`src/rtl/ysyx_23060075_axi_arbiter.sv`:
```
// Two-master to one-slave AXI-Lite arbiter with a single outstanding transaction.
// Round-robin or fixed-priority grant; the grant is registered and held until the response completes.
module ysyx_23060075_axi_arbiter #(
  parameter int unsigned ROUND_ROBIN = 1
) (
  input  logic        clk,
  input  logic        rst,

  input  logic [31:0] m0_araddr,
  input  logic        m0_arvalid,
  output logic        m0_arready,
  output logic [31:0] m0_rdata,
  output logic [1:0]  m0_rresp,
  output logic        m0_rvalid,
  input  logic        m0_rready,
  input  logic [31:0] m0_awaddr,
  input  logic        m0_awvalid,
  output logic        m0_awready,
  input  logic [31:0] m0_wdata,
  input  logic [3:0]  m0_wstrb,
  input  logic        m0_wvalid,
  output logic        m0_wready,
  output logic [1:0]  m0_bresp,
  output logic        m0_bvalid,
  input  logic        m0_bready,

  input  logic [31:0] m1_araddr,
  input  logic        m1_arvalid,
  output logic        m1_arready,
  output logic [31:0] m1_rdata,
  output logic [1:0]  m1_rresp,
  output logic        m1_rvalid,
  input  logic        m1_rready,
  input  logic [31:0] m1_awaddr,
  input  logic        m1_awvalid,
  output logic        m1_awready,
  input  logic [31:0] m1_wdata,
  input  logic [3:0]  m1_wstrb,
  input  logic        m1_wvalid,
  output logic        m1_wready,
  output logic [1:0]  m1_bresp,
  output logic        m1_bvalid,
  input  logic        m1_bready,

  output logic [31:0] s_araddr,
  output logic        s_arvalid,
  input  logic        s_arready,
  input  logic [31:0] s_rdata,
  input  logic [1:0]  s_rresp,
  input  logic        s_rvalid,
  output logic        s_rready,
  output logic [31:0] s_awaddr,
  output logic        s_awvalid,
  input  logic        s_awready,
  output logic [31:0] s_wdata,
  output logic [3:0]  s_wstrb,
  output logic        s_wvalid,
  input  logic        s_wready,
  input  logic [1:0]  s_bresp,
  input  logic        s_bvalid,
  output logic        s_bready,

  output logic [1:0]  grant
);

  typedef enum logic [2:0] {StIdle, StRaddr, StRdata, StWaddr, StWresp} state_e;

  state_e     state_q, state_d;
  logic [1:0] grant_q, grant_d;
  logic       last_q, last_d;
  logic       aw_done_q, aw_done_d;
  logic       w_done_q, w_done_d;

  logic        sel;
  logic [31:0] g_araddr, g_awaddr, g_wdata;
  logic [3:0]  g_wstrb;
  logic        g_arvalid, g_rready, g_awvalid, g_wvalid, g_bready;
  logic        req0, req1, win, win_rd;
  logic        ar_hs, r_hs, aw_hs, w_hs, b_hs;

  assign sel       = grant_q[1];
  assign g_araddr  = sel ? m1_araddr  : m0_araddr;
  assign g_arvalid = sel ? m1_arvalid : m0_arvalid;
  assign g_rready  = sel ? m1_rready  : m0_rready;
  assign g_awaddr  = sel ? m1_awaddr  : m0_awaddr;
  assign g_awvalid = sel ? m1_awvalid : m0_awvalid;
  assign g_wdata   = sel ? m1_wdata   : m0_wdata;
  assign g_wstrb   = sel ? m1_wstrb   : m0_wstrb;
  assign g_wvalid  = sel ? m1_wvalid  : m0_wvalid;
  assign g_bready  = sel ? m1_bready  : m0_bready;

  // wvalid alone does not request; a master with both AR and AW pending goes to the read first.
  assign req0   = m0_arvalid | m0_awvalid;
  assign req1   = m1_arvalid | m1_awvalid;
  assign win    = (req0 & req1) ? ((ROUND_ROBIN != 0) ? ~last_q : 1'b0) : req1;
  assign win_rd = win ? m1_arvalid : m0_arvalid;

  assign ar_hs = (state_q == StRaddr) & g_arvalid & s_arready;
  assign r_hs  = (state_q == StRdata) & s_rvalid & g_rready;
  assign aw_hs = (state_q == StWaddr) & g_awvalid & ~aw_done_q & s_awready;
  assign w_hs  = (state_q == StWaddr) & g_wvalid & ~w_done_q & s_wready;
  assign b_hs  = (state_q == StWresp) & s_bvalid & g_bready;

  always_comb begin
    state_d   = state_q;
    grant_d   = grant_q;
    last_d    = last_q;
    aw_done_d = aw_done_q;
    w_done_d  = w_done_q;
    unique case (state_q)
      StIdle: begin
        if (req0 | req1) begin
          grant_d = win ? 2'b10 : 2'b01;
          last_d  = win;
          state_d = win_rd ? StRaddr : StWaddr;
        end
      end
      StRaddr: begin
        if (ar_hs) state_d = StRdata;
      end
      StRdata: begin
        if (r_hs) begin
          state_d = StIdle;
          grant_d = 2'b00;
        end
      end
      StWaddr: begin
        aw_done_d = aw_done_q | aw_hs;
        w_done_d  = w_done_q | w_hs;
        if ((aw_done_q | aw_hs) && (w_done_q | w_hs)) begin
          state_d   = StWresp;
          aw_done_d = 1'b0;
          w_done_d  = 1'b0;
        end
      end
      StWresp: begin
        if (b_hs) begin
          state_d = StIdle;
          grant_d = 2'b00;
        end
      end
      default: begin
        state_d = StIdle;
        grant_d = 2'b00;
      end
    endcase
  end

  // Pointer resets to master 1 so that master 0 wins the first tie.
  always_ff @(posedge clk or posedge rst) begin
    if (rst) begin
      state_q   <= StIdle;
      grant_q   <= 2'b00;
      last_q    <= 1'b1;
      aw_done_q <= 1'b0;
      w_done_q  <= 1'b0;
    end else begin
      state_q   <= state_d;
      grant_q   <= grant_d;
      last_q    <= last_d;
      aw_done_q <= aw_done_d;
      w_done_q  <= w_done_d;
    end
  end

  always_comb begin
    s_araddr   = '0;
    s_arvalid  = 1'b0;
    s_rready   = 1'b0;
    s_awaddr   = '0;
    s_awvalid  = 1'b0;
    s_wdata    = '0;
    s_wstrb    = '0;
    s_wvalid   = 1'b0;
    s_bready   = 1'b0;
    m0_arready = 1'b0;
    m0_rdata   = '0;
    m0_rresp   = '0;
    m0_rvalid  = 1'b0;
    m0_awready = 1'b0;
    m0_wready  = 1'b0;
    m0_bresp   = '0;
    m0_bvalid  = 1'b0;
    m1_arready = 1'b0;
    m1_rdata   = '0;
    m1_rresp   = '0;
    m1_rvalid  = 1'b0;
    m1_awready = 1'b0;
    m1_wready  = 1'b0;
    m1_bresp   = '0;
    m1_bvalid  = 1'b0;
    unique case (state_q)
      StRaddr: begin
        s_araddr  = g_araddr;
        s_arvalid = g_arvalid;
        if (sel) m1_arready = s_arready;
        else     m0_arready = s_arready;
      end
      StRdata: begin
        s_rready = g_rready;
        if (sel) begin
          m1_rdata  = s_rdata;
          m1_rresp  = s_rresp;
          m1_rvalid = s_rvalid;
        end else begin
          m0_rdata  = s_rdata;
          m0_rresp  = s_rresp;
          m0_rvalid = s_rvalid;
        end
      end
      StWaddr: begin
        // Each channel goes quiet once its own handshake has been taken.
        s_awaddr  = g_awaddr;
        s_awvalid = g_awvalid & ~aw_done_q;
        s_wdata   = g_wdata;
        s_wstrb   = g_wstrb;
        s_wvalid  = g_wvalid & ~w_done_q;
        if (sel) begin
          m1_awready = s_awready & ~aw_done_q;
          m1_wready  = s_wready & ~w_done_q;
        end else begin
          m0_awready = s_awready & ~aw_done_q;
          m0_wready  = s_wready & ~w_done_q;
        end
      end
      StWresp: begin
        s_bready = g_bready;
        if (sel) begin
          m1_bresp  = s_bresp;
          m1_bvalid = s_bvalid;
        end else begin
          m0_bresp  = s_bresp;
          m0_bvalid = s_bvalid;
        end
      end
      default: ;
    endcase
  end

  assign grant = grant_q;

endmodule

```
`config.mk`:
```
export PLATFORM = sky130hd
export DESIGN_NAME = ysyx_23060075_axi_arbiter
export DESIGN_NICKNAME = d
export VERILOG_FILES = /design/src/rtl/ysyx_23060075_axi_arbiter.sv
export SDC_FILE = /design/constraint.sdc
export NUM_CORES = 1
export LEC_CHECK = 0
export ABC_AREA = 1
export BUFFER_PORTS_ARGS = -buffer_cell sky130_fd_sc_hd__buf_2
export CAP_MARGIN = 5
export CORE_AREA = 2 2 174 176
export CTS_BUF_LIST = sky130_fd_sc_hd__clkbuf_2
export DETAILED_ROUTE_END_ITERATION = 8
export DIE_AREA = 0 0 176 178
export GPL_TIMING_DRIVEN = 0
export PLACE_DENSITY_LB_ADDON = 0.1
export SLEW_MARGIN = 25
export SYNTH_ARGS = -nofsm -noshare
export SYNTH_HDL_FRONTEND = slang
export SYNTH_SLANG_ARGS = --single-unit
export TNS_END_PERCENT = 100
```
`constraint.sdc`:
```
create_clock -name clk -period 1.5 [get_ports clk]
set_input_delay 0.225 -clock clk [delete_from_list [all_inputs] [get_ports clk]]
set_output_delay 0.225 -clock clk [all_outputs]
set_load 0.02 [all_outputs]
```
# == Yosys cells after proc, flatten, opt, wreduce, memory -nomap -nowiden ==
# Index checks and enable logic that the tools add are counted.
# word_totals
inputBits,253
wordCells,112
reg_bits,8
out_inout_bits,189
# classes
n_reduce_logical,6
bitwise,26
n_eq_ne,9
n_mux,66
# op_table
op,n
$mux 32,10
$mux 1,34
$mux 2,13
$and 1x1->1,17
$mux 3,5
$pmux 3 s5,1
$mux 4,2
$ne 2x2->1 const B,4
$pmux 2 s4,1
$eq 3x2->1 const B,2
$or 1x1->1,5
$reduce_and 5->1,1
$not 1->1,4
$reduce_and 4->1,1
$eq 3x1->1 const B,1
$eq 3x3->1 const B,1
$logic_not 3->1,1
$ne 2x1->1 const B,1
$reduce_and 2->1,1
$reduce_or 2->1,1
$logic_and 1x1->1,1

# == Depth between registers and ports, before layout ==
# Gate-level depths: netlist (run 1).
# logic_depth
ltp_word,8
depth_mapped,10
depth_no_buf,9

# == Worst setup path before layout (run 1) ==
# No wires, ideal clock.
# synth_timing
path_kind,reg-to-output
from,register grant_q[1] (netlist: grant[1])
to,output port m1_arready
t_required_ps,1275
stages_incl_launch_ff,6
slack_ps,-288
arrival_ps,1563
path_buffers,3
path_cell_list,dfrtp_1 -> buf_4 -> inv_2 -> buf_2 -> buf_2 -> nor3_1
# synth_via
elab_chain_len,2
# synth_rtl
item,line_no,text
from (decl),69,"logic [1:0] grant_q, grant_d;"
from (signal assigned),159,grant_q <= grant_d;
$mux 1,196,if (sel) m1_arready = s_arready;
$mux 1,192,unique case (state_q)
to (decl),29,"output logic m1_arready,"
# No other way between the ends.

# == Final worst setup path (run 1) ==
# layout_timing
from,register state_q[2]
to,output port s_awaddr[29]
# layout_via
elab_chain_len,2
# layout_rtl
item,line_no,text
from (decl),68,"state_e state_q, state_d;"
from (signal assigned),152,state_q <= StIdle;
from (signal assigned),158,state_q <= state_d;
$eq 3x2->1,192,
$mux 32,192,
to (decl),52,"output logic [31:0] s_awaddr,"
# No other way between the ends.

==> summary.txt, run 1 <==
Clock network
  – CTS H-tree lvls: 1
  – CTS tree: built
  – Root Buffer: clkbuf_2
  – Clk pin slew, worst setup/hold paths: 0.10 ns
  – Total CTS buffers: 3
  – Clock latency on the worst-skew pair: 0.24 ns
  – CTS Sinks: 8
  – CTS Buffer Depth: 2

Min path
  – Hold endpoint: w_done_q$_DFFE_PP0N_
  – HP Start: s_wready
  – Hold depth: 3
  – Min-delay worst type: in2reg

STA
  – Final setup vio count: 193
  – Post-route minimum period: 1.91 ns
  – Worst-Margin Slew: 0.459 ns
  – Final period utilization: 127%
  – Slew headroom: 69.2%
  – Pins over their slew limit: 0
  – Hold Vio Cnt, Final: 0
  – RSZ-0062 raised after global routing: true
  – Min setup slack post-route: -0.407 ns
  – Fmax: 524 MHz
  – Clock Skews: 0.0144 ns

Critical path
  – Cell Chain, Critical Path: inv_2, nand3_4, nor2_4, buf_12, buf_8, buf_8, a22oi_2, inv_1, buf_6
  – Cell depth of the worst flop-to-flop path: 12
  – Crit Path Max Fanout: 6
  – Worst setup SP type: register
  – Slowest CP cell: dfrtp_1
  – Reg2reg end: state_q[0]$_DFFE_PP0P_
  – Critical Path End Type: output pin
  – Kind of critical path: reg2out
  – Cell seen most often among critical-path stages: buf_8
  – Reg-to-Reg Start: grant[1]$_DFFE_PP0P_
  – Reg2Reg Setup Slack: -0.17 ns
  – Worst path max stage delay: 0.41 ns
  – Worst Path Arrival: 1.68 ns
  – Crit path required time: 1.27 ns

Global routing
  – Total track usage: 11.1%
  – Grt ovf: 0
  – First-pass GRT wire length: 26,800 um
  – Vias in the first global route: 4,664
  – Initial antenna violation count: 2
  – Largest net degree at the start of global routing: 11

Flow run
  – # Max-Cap Violations: 0

Route
  – DR DRC count: 0
  – Final wirelength: 19,500 um
  – 1st-pass router iterations: 4
  – Vias/cell: 3.63
  – Antenna-violating nets left: 0
  – Initial DRC count: 142
  – Vias: 4,946
  – Drt wl/cell: 14.3 um

Finish
  – Final Cell Area: 7730 sq um
  – Layout area overhead: 211%
  – Fraction of layout cells with a size suffix above 1: 71.8%
  – Fin cells: 1,364
  – Nets: 1,224

Placed design
  – Post-place instance area: 6120 sq um
  – PortBufs: 441
  – RePlAce Congestion: 0.727
  – Placed cell count: 1,322
  – Hpwl dp: 16,300 um

Floorplan
  – IO Pins: 442
  – Initial Util: 8.46%
  – Row cnt: 63
  – Die footprint: 31,300 sq um
  – Die H: 178 um
  – Die extent in x: 176 um
  – Core area: 29,400 sq um

Synth
  – Number of synthesized flops with an enable pin: 0
  – Top_reg_cell synth: dfrtp_1
  – Count leader, synth: inv_1
  – Synthesized Nets: 744
  – Synth top area cells: a22oi_1 21%, inv_1 19%, nand2_1 16%
  – Asr flop ratio synth: 100%
  – Post-Syn Instances: 491
  – Synth top cells by count: 127 x inv_1, 103 x nand2_1, 82 x nor2_1, 68 x a22oi_1, 34 x a21oi_1
  – Post-synth top area cell: a22oi_1
  – Cell Area, Synth: 2490 sq um
  – Seq cells post-synth: 8
  – Syn Area/Cell: 5.06 sq um
  – Yosys top cell area share: 20.5%
  – Warnings, synthesis: 0
  – Register area share after synthesis: 8.10%
  – Unique masters post-synth: 24

Run status
  – Status: finished, violations left
  – Failing checks: setup timing

Power
  – P per Cell Area: 1400 nW/um^2
  – Sequential share of power: 4.2%
  – Power share of the combinational group: 94.4%
  – Switching pwr: 5970 uW
  – Final Total Pwr: 10,800 uW
  – Clock network power share: 1.4%
  – Cell-internal power: 4870 uW
  – VDD IR max: 617 uV
  – Lkg Pwr: 0.00431 uW
  – Net Sw Frac: 55.1%
power by group through the flow:
| stage | registers, uW | logic [uW] | clock network [uW] |
|---|---|---|---|
| after global routing | 472 | 11000 | 168 |
| after floorplan | 464 | 5420 | 0 |
| after detailed placement | 456 | 7860 | 0 |
| after global placement | 460 | 7940 | 0 |
| final | 458 | 10200 | 151 |
| after CTS | 460 | 9980 | 161 |
area by class of cell:
type                            count  area (sq um)
Fill cell                        3341         21700
Timing Repair Buffer              477          3250
Multi-Input combinational cell    321          2760
Inverter                          130           510
Tap cell                          390           488
Buffer                             30           485
Sequential cell                     8           205
Clock buffer                        4          20.0
Antenna cell                        4          10.0
metrics by stage:
| stage | hold slack (ns) | setup TNS (ns) | setup slack, ns | utilization [%] |
|---|---|---|---|---|
| floorplan | 0.0399 | -0.317 | -0.0293 | - |
| global placement | 0.209 | -49.48 | -0.446 | 20.8 |
| detailed placement | 0.209 | -46.36 | -0.425 | 20.8 |
| CTS | 0.263 | -70.68 | -0.460 | 25.3 |
| global route | 0.272 | -83.07 | -0.493 | 26.3 |
| finish | 0.275 | -62.13 | -0.407 | 26.3 |
critical path, delay by kind of cell (launching register included):
family | cells | cell delay (ns)
simple gates | 2 | 0.22
compound gates | 1 | 0.07
flops | 1 | 0.41
buf+inv | 6 | 0.71
routing by layer:
layer  global-route usage, %  vias to the layer above  routed length [um]  share of wire [%]
li1                        -                     2496                   -                  -
met1                    12.4                     2228                7250                 37
met2                    21.5                      214               10800                 55
met3                    2.60                        6                1330                6.8
met4                    1.96                        2                 114               0.58
met5                       0                        -                  13              0.067
registers in the layout (all words and copies together), names as in the netlist:
signal / count
state_q: 3
grant: 2
aw_done_q: 1
w_done_q: 1
last_q: 1
how the worst max path moves through the flow:
stage | startpoint | endpoint | slack [ns] | cells past startpoint
final | state_q[2]$_DFFE_PP0P_ | s_awaddr[29] | -0.41 | 9
after floorplan | state_q[2]$_DFFE_PP0P_ | m0_awready | -0.03 | 7
after detailed placement | state_q[2]$_DFFE_PP0P_ | s_awaddr[24] | -0.43 | 8
after global routing | state_q[2]$_DFFE_PP0P_ | s_awaddr[27] | -0.49 | 9
after CTS | state_q[2]$_DFFE_PP0P_ | s_awaddr[16] | -0.46 | 9
after global placement | state_q[2]$_DFFE_PP0P_ | s_awaddr[24] | -0.45 | 8
repair_timing:
item | CTS | global route
gates resized for setup | 301 | 55
pin swaps | 16 | 32
endpoints found under the setup margin | 189 | 194
buffers inserted | 27 | 3
cloned | 4 | 3
hold endpoints to repair | 7 | 0
hold buffers | 1 | 0
logic make-up (layout without fill, tap and decap cells):
family,Yosys count,after routing,synth area share (%)
other,0,4,0
buffers and inverters,162,641,28.1
AO/OA/AOI/OAI,106,106,28.4
flip-flops,8,8,8.10
AND/OR/NAND/NOR,215,215,35.4
layout by cell type (no fill, tap or decap), types with 6 or more instances in the layout:
cell       netlist  final
a22oi_1         68     11
buf_8            0     11
a22oi_2          0     57
nor3_2           0      6
inv_2            3      6
buf_12           0     14
nor2_2           0     13
buf_2           15    297
nor2_4           2     57
nand3_1          7      7
nor2_1          82     14
buf_6            8     76
buf_4            3     99
nand2_1        103    100
inv_1          127    121
a21oi_4          0     29
clkbuf_16        0      6
No activity file was read; power rests on OpenSTA's default activity.
==> inputs of run 2 (changes only) <==
--- a/config.mk
+++ b/config.mk
@@ -5,13 +5,12 @@
 export SDC_FILE = /design/constraint.sdc
 export NUM_CORES = 1
 export LEC_CHECK = 0
-export ABC_AREA = 1
 export BUFFER_PORTS_ARGS = -buffer_cell sky130_fd_sc_hd__buf_2
 export CAP_MARGIN = 5
-export CORE_AREA = 2 2 174 176
+export CORE_AREA = 2 2 171 173
 export CTS_BUF_LIST = sky130_fd_sc_hd__clkbuf_2
 export DETAILED_ROUTE_END_ITERATION = 8
-export DIE_AREA = 0 0 176 178
+export DIE_AREA = 0 0 173 175
 export GPL_TIMING_DRIVEN = 0
 export PLACE_DENSITY_LB_ADDON = 0.1
 export SLEW_MARGIN = 25
==> constraint.sdc (replaced) <==
create_clock -name clk -period 2.17 [get_ports clk]
set_input_delay 0.3255 -clock clk [delete_from_list [all_inputs] [get_ports clk]]
set_output_delay 0.3255 -clock clk [all_outputs]
set_load 0.02 [all_outputs]
==> summary.txt, run 2 <==
Run status
  – Status: finished clean

Clock network
  – Total CTS buffers: 3 (unchanged)
  – CTS H-tree lvls: 1 (unchanged)
  – CTS Buffer Depth: 2 (unchanged)
  – CTS tree: built
  – # hold bufs at CTS: 0 (-1)
  – Clock latency on the worst-skew pair: 0.25 ns (about the same)
  – CTS Sinks: 8 (unchanged)
  – Clk pin slew, worst setup/hold paths: 0.10 ns (about the same)
  – Root Buffer: clkbuf_2

Power
  – Lkg Pwr: 0.00350 uW (-19%)
  – Clock network power share: 1.6% (+0.2 points)
  – Net Sw Frac: 56.4% (+1.3 points)
  – Cell-internal power: 3030 uW (-38%)
  – P per Cell Area: 1160 nW/um^2 (-17%)
  – Switching pwr: 3910 uW (-34%)
  – Sequential share of power: 4.4% (+0.2 points)
  – VDD IR max: 384 uV (-38%)
  – Power share of the combinational group: 94.1% (-0.3 points)

STA
  – Final setup vio count: 0 (-100%)
  – Worst-Margin Slew: 0.410 ns (-0.0489 ns)
  – Slew headroom: 71.9% (+2.7 points)
  – Hold Vio Cnt, Final: 0 (unchanged)
  – Clock Skews: 0.0115 ns (-0.00292 ns)
  – Fmax: 467 MHz
  – Post-route minimum period: 2.14 ns
  – RSZ-0062 raised after global routing: true
  – Final period utilization: 98.7%
  – TNS Setup: 0 ns (+62.13 ns)
  – Pins over their slew limit: 0 (unchanged)

Min path
  – Min-delay worst type: in2async

Floorplan
  – Row cnt: 62 (-1.6%)
  – Die H: 175 um (-1.7%)
  – IO Pins: 442 (unchanged)
  – Initial Util: 9.35% (+0.90 points)
  – Die footprint: 30,300 sq um (-3.4%)
  – Core area: 28,400 sq um (-3.4%)
  – Die extent in x: 173 um (-1.7%)

Finish
  – Fraction of layout cells with a size suffix above 1: 64.3% (-7.5 points)
  – Max reg flops: 3 (unchanged)
  – Layout area overhead: 126%
  – Reg with most FFs: state_q
  – Nets: 1,102 (-10%)
  – Most frequent cells in the layout: 408 x buf_2, 105 x nor2_1, 94 x mux2i_1
  – Finished Core Util: 21.1% (-5.2 points)
  – Commonest non-fill, non-tap cell in the layout: buf_2

Synth
  – Register area share after synthesis: 7.59% (-0.52 points)
  – Number of synthesized flops with an enable pin: 0 (unchanged)
  – Syn Area/Cell: 6.83 sq um (+35%)
  – Synth top cells by count: 107 x nor2_1, 102 x mux2i_1, 39 x and3_1, 37 x and2_1, 22 x clkbuf_1
  – Unique masters post-synth: 37 (+54%)
  – Synth top area cells: mux2i_1 38%, nor2_1 15%, and3_1 9.2%
  – Cell Area, Synth: 2660 sq um (+6.8%)
  – Count leader, synth: nor2_1
  – Post-synth top area cell: mux2i_1
  – Yosys top cell area share: 38.5% (+18 points)
  – Seq cells post-synth: 8 (unchanged)
  – Top_reg_cell synth: dfrtp_1
  – Synthesized Nets: 642 (-14%)
  – Asr flop ratio synth: 100% (unchanged)
  – Warnings, synthesis: 0 (unchanged)
  – Post-Syn Instances: 389 (-21%)

Placed design
  – PortBufs: 441 (unchanged)
  – RePlAce Congestion: 0.772 (+6.3%)
  – Hpwl dp: 18,800 um (+15%)

Route
  – Initial DRC count: 172 (+21%)
  – 1st-pass router iterations: 4 (unchanged)
  – Drt wl/cell: 17.1 um (+19%)
  – Final wirelength: 21,000 um (+7.8%)
  – DR DRC count: 0 (unchanged)
  – Vias/cell: 3.71 (+2.4%)
  – Antenna-violating nets left: 0 (unchanged)
  – Vias: 4,578 (-7.4%)

Critical path
  – Cell depth of the worst flop-to-flop path: 6 (-6)
  – Worst setup path start: state_q[2]$_DFFE_PP0P_
  – Critical Path End Type: output pin
  – Reg2reg end: state_q[1]$_DFFE_PP0P_
  – Worst setup SP type: register
  – Reg2Reg Setup Slack: 0.18 ns (+0.35 ns)
  – Crit Path Max Fanout: 6 (unchanged)
  – Reg-to-Reg Start: grant[1]$_DFFE_PP0P_
  – Crit path capture: m0_rdata[16]
  – Kind of critical path: reg2out
  – Worst Path Arrival: 1.82 ns (+0.14 ns)
  – Crit path required time: 1.84 ns (+0.57 ns)

Global routing
  – Largest net degree at the start of global routing: 11 (unchanged)
  – Total track usage: 13.0% (+1.9 points)
  – Initial antenna violation count: 3 (+1)
  – Grt ovf: 0 (unchanged)
  – First-pass GRT wire length: 30,000 um (+12%)
  – Vias in the first global route: 4,830 (+3.6%)

Flow run
  – # Max-Cap Violations: 0 (unchanged)
[run 2: changes by cell type after synthesis, sizes merged, moves of 17 or more]
| cell | before | now |
|---|---|---|
| nand2 | 105 | 8 |
| and2 | 0 | 37 |
| mux2i | 0 | 102 |
| a22oi | 68 | 0 |
| nor2 | 84 | 107 |
| inv | 130 | 3 |
| a21oi | 34 | 5 |
| clkbuf | 5 | 22 |
| and3 | 1 | 39 |
[run 2: timing repair]
item | 4_1_cts | 5_1_grt
gates resized for setup | 128 | 63
gates cloned | 2 | 0
buffers inserted | 12 | 2
setup endpoints to repair | 175 | 154
pin swaps | 17 | 5
[run 2: final cells by class]
type / count / area (sq um)
clock buffers: 4 / 20.0
repair buffers: 457 / 2550
flip-flops and latches: 8 / 203
multi-input cells: 340 / 2410
plain buffers: 36 / 322
inverters: 3 / 11.3
fillers: 3334 / 22400
well taps: 384 / 480
diodes: 1 / 2.50
[run 2: worst min-delay path by stage]
stage          cells after the start                    end  start
3_5_place_dp                       2  aw_done_q$_DFFE_PP0N_    rst
2_1_floorplan                      1  aw_done_q$_DFFE_PP0N_    rst
6_report                           2   w_done_q$_DFFE_PP0N_    rst
4_1_cts                            2   w_done_q$_DFFE_PP0N_    rst
5_1_grt                            2   w_done_q$_DFFE_PP0N_    rst
3_3_place_gp                       2  aw_done_q$_DFFE_PP0N_    rst
[run 2: logic make-up (layout without fill, tap and decap cells)]
kind of cell	after synthesis	after routing	synth area share, %
and+or+nand+nor	217	217	41.1
buffers and inverters	41	500	6.50
muxes	106	106	40.2
DFF	8	8	7.59
AOI/OAI and AO/OA	17	17	4.62
other	0	1	0
[run 2: power groups by stage]
stage | Combinational [uW] | Sequential, uW | Clock, uW
2_1_floorplan | 3510 | 299 | 0
3_3_place_gp | 5660 | 311 | 0
3_5_place_dp | 5610 | 305 | 0
4_1_cts | 6420 | 300 | 111
5_1_grt | 7040 | 315 | 119
6_report | 6530 | 302 | 108
[run 2: worst max-delay path, cell delays in order (launching register included)]
cell and delay [ns]:
dfrtp_1 0.39, buf_6 0.13, nor3b_4 0.20, clkbuf_8 0.18, and2b_4 0.18, buf_12 0.13, buf_8 0.11, and2_4 0.13
buf_6 0.12
[run 2: metal layers]
metal  up-vias  wire, um  GRT usage (%)
li1       2253         -              -
met1      2043      7660           13.4
met2       270     11700           27.4
met3        12      1420           2.28
met4         0       217           1.48
met5         -         0              0
[run 2: metrics by stage]
step	power, uW	hold slack, ns	std cells	area [sq um]	worst slack (ns)
6_report	6940	0.0189	1233	5990	0.0278
5_1_grt	7470	0.0407	1233	5990	-0.0361
4_1_cts	6830	0.0362	1232	5830	-0.0223
3_5_place_dp	5910	0.312	1214	5340	-0.677
3_3_place_gp	5970	0.313	1214	5340	-0.656
2_1_floorplan	3810	0.140	389	2660	0.0465
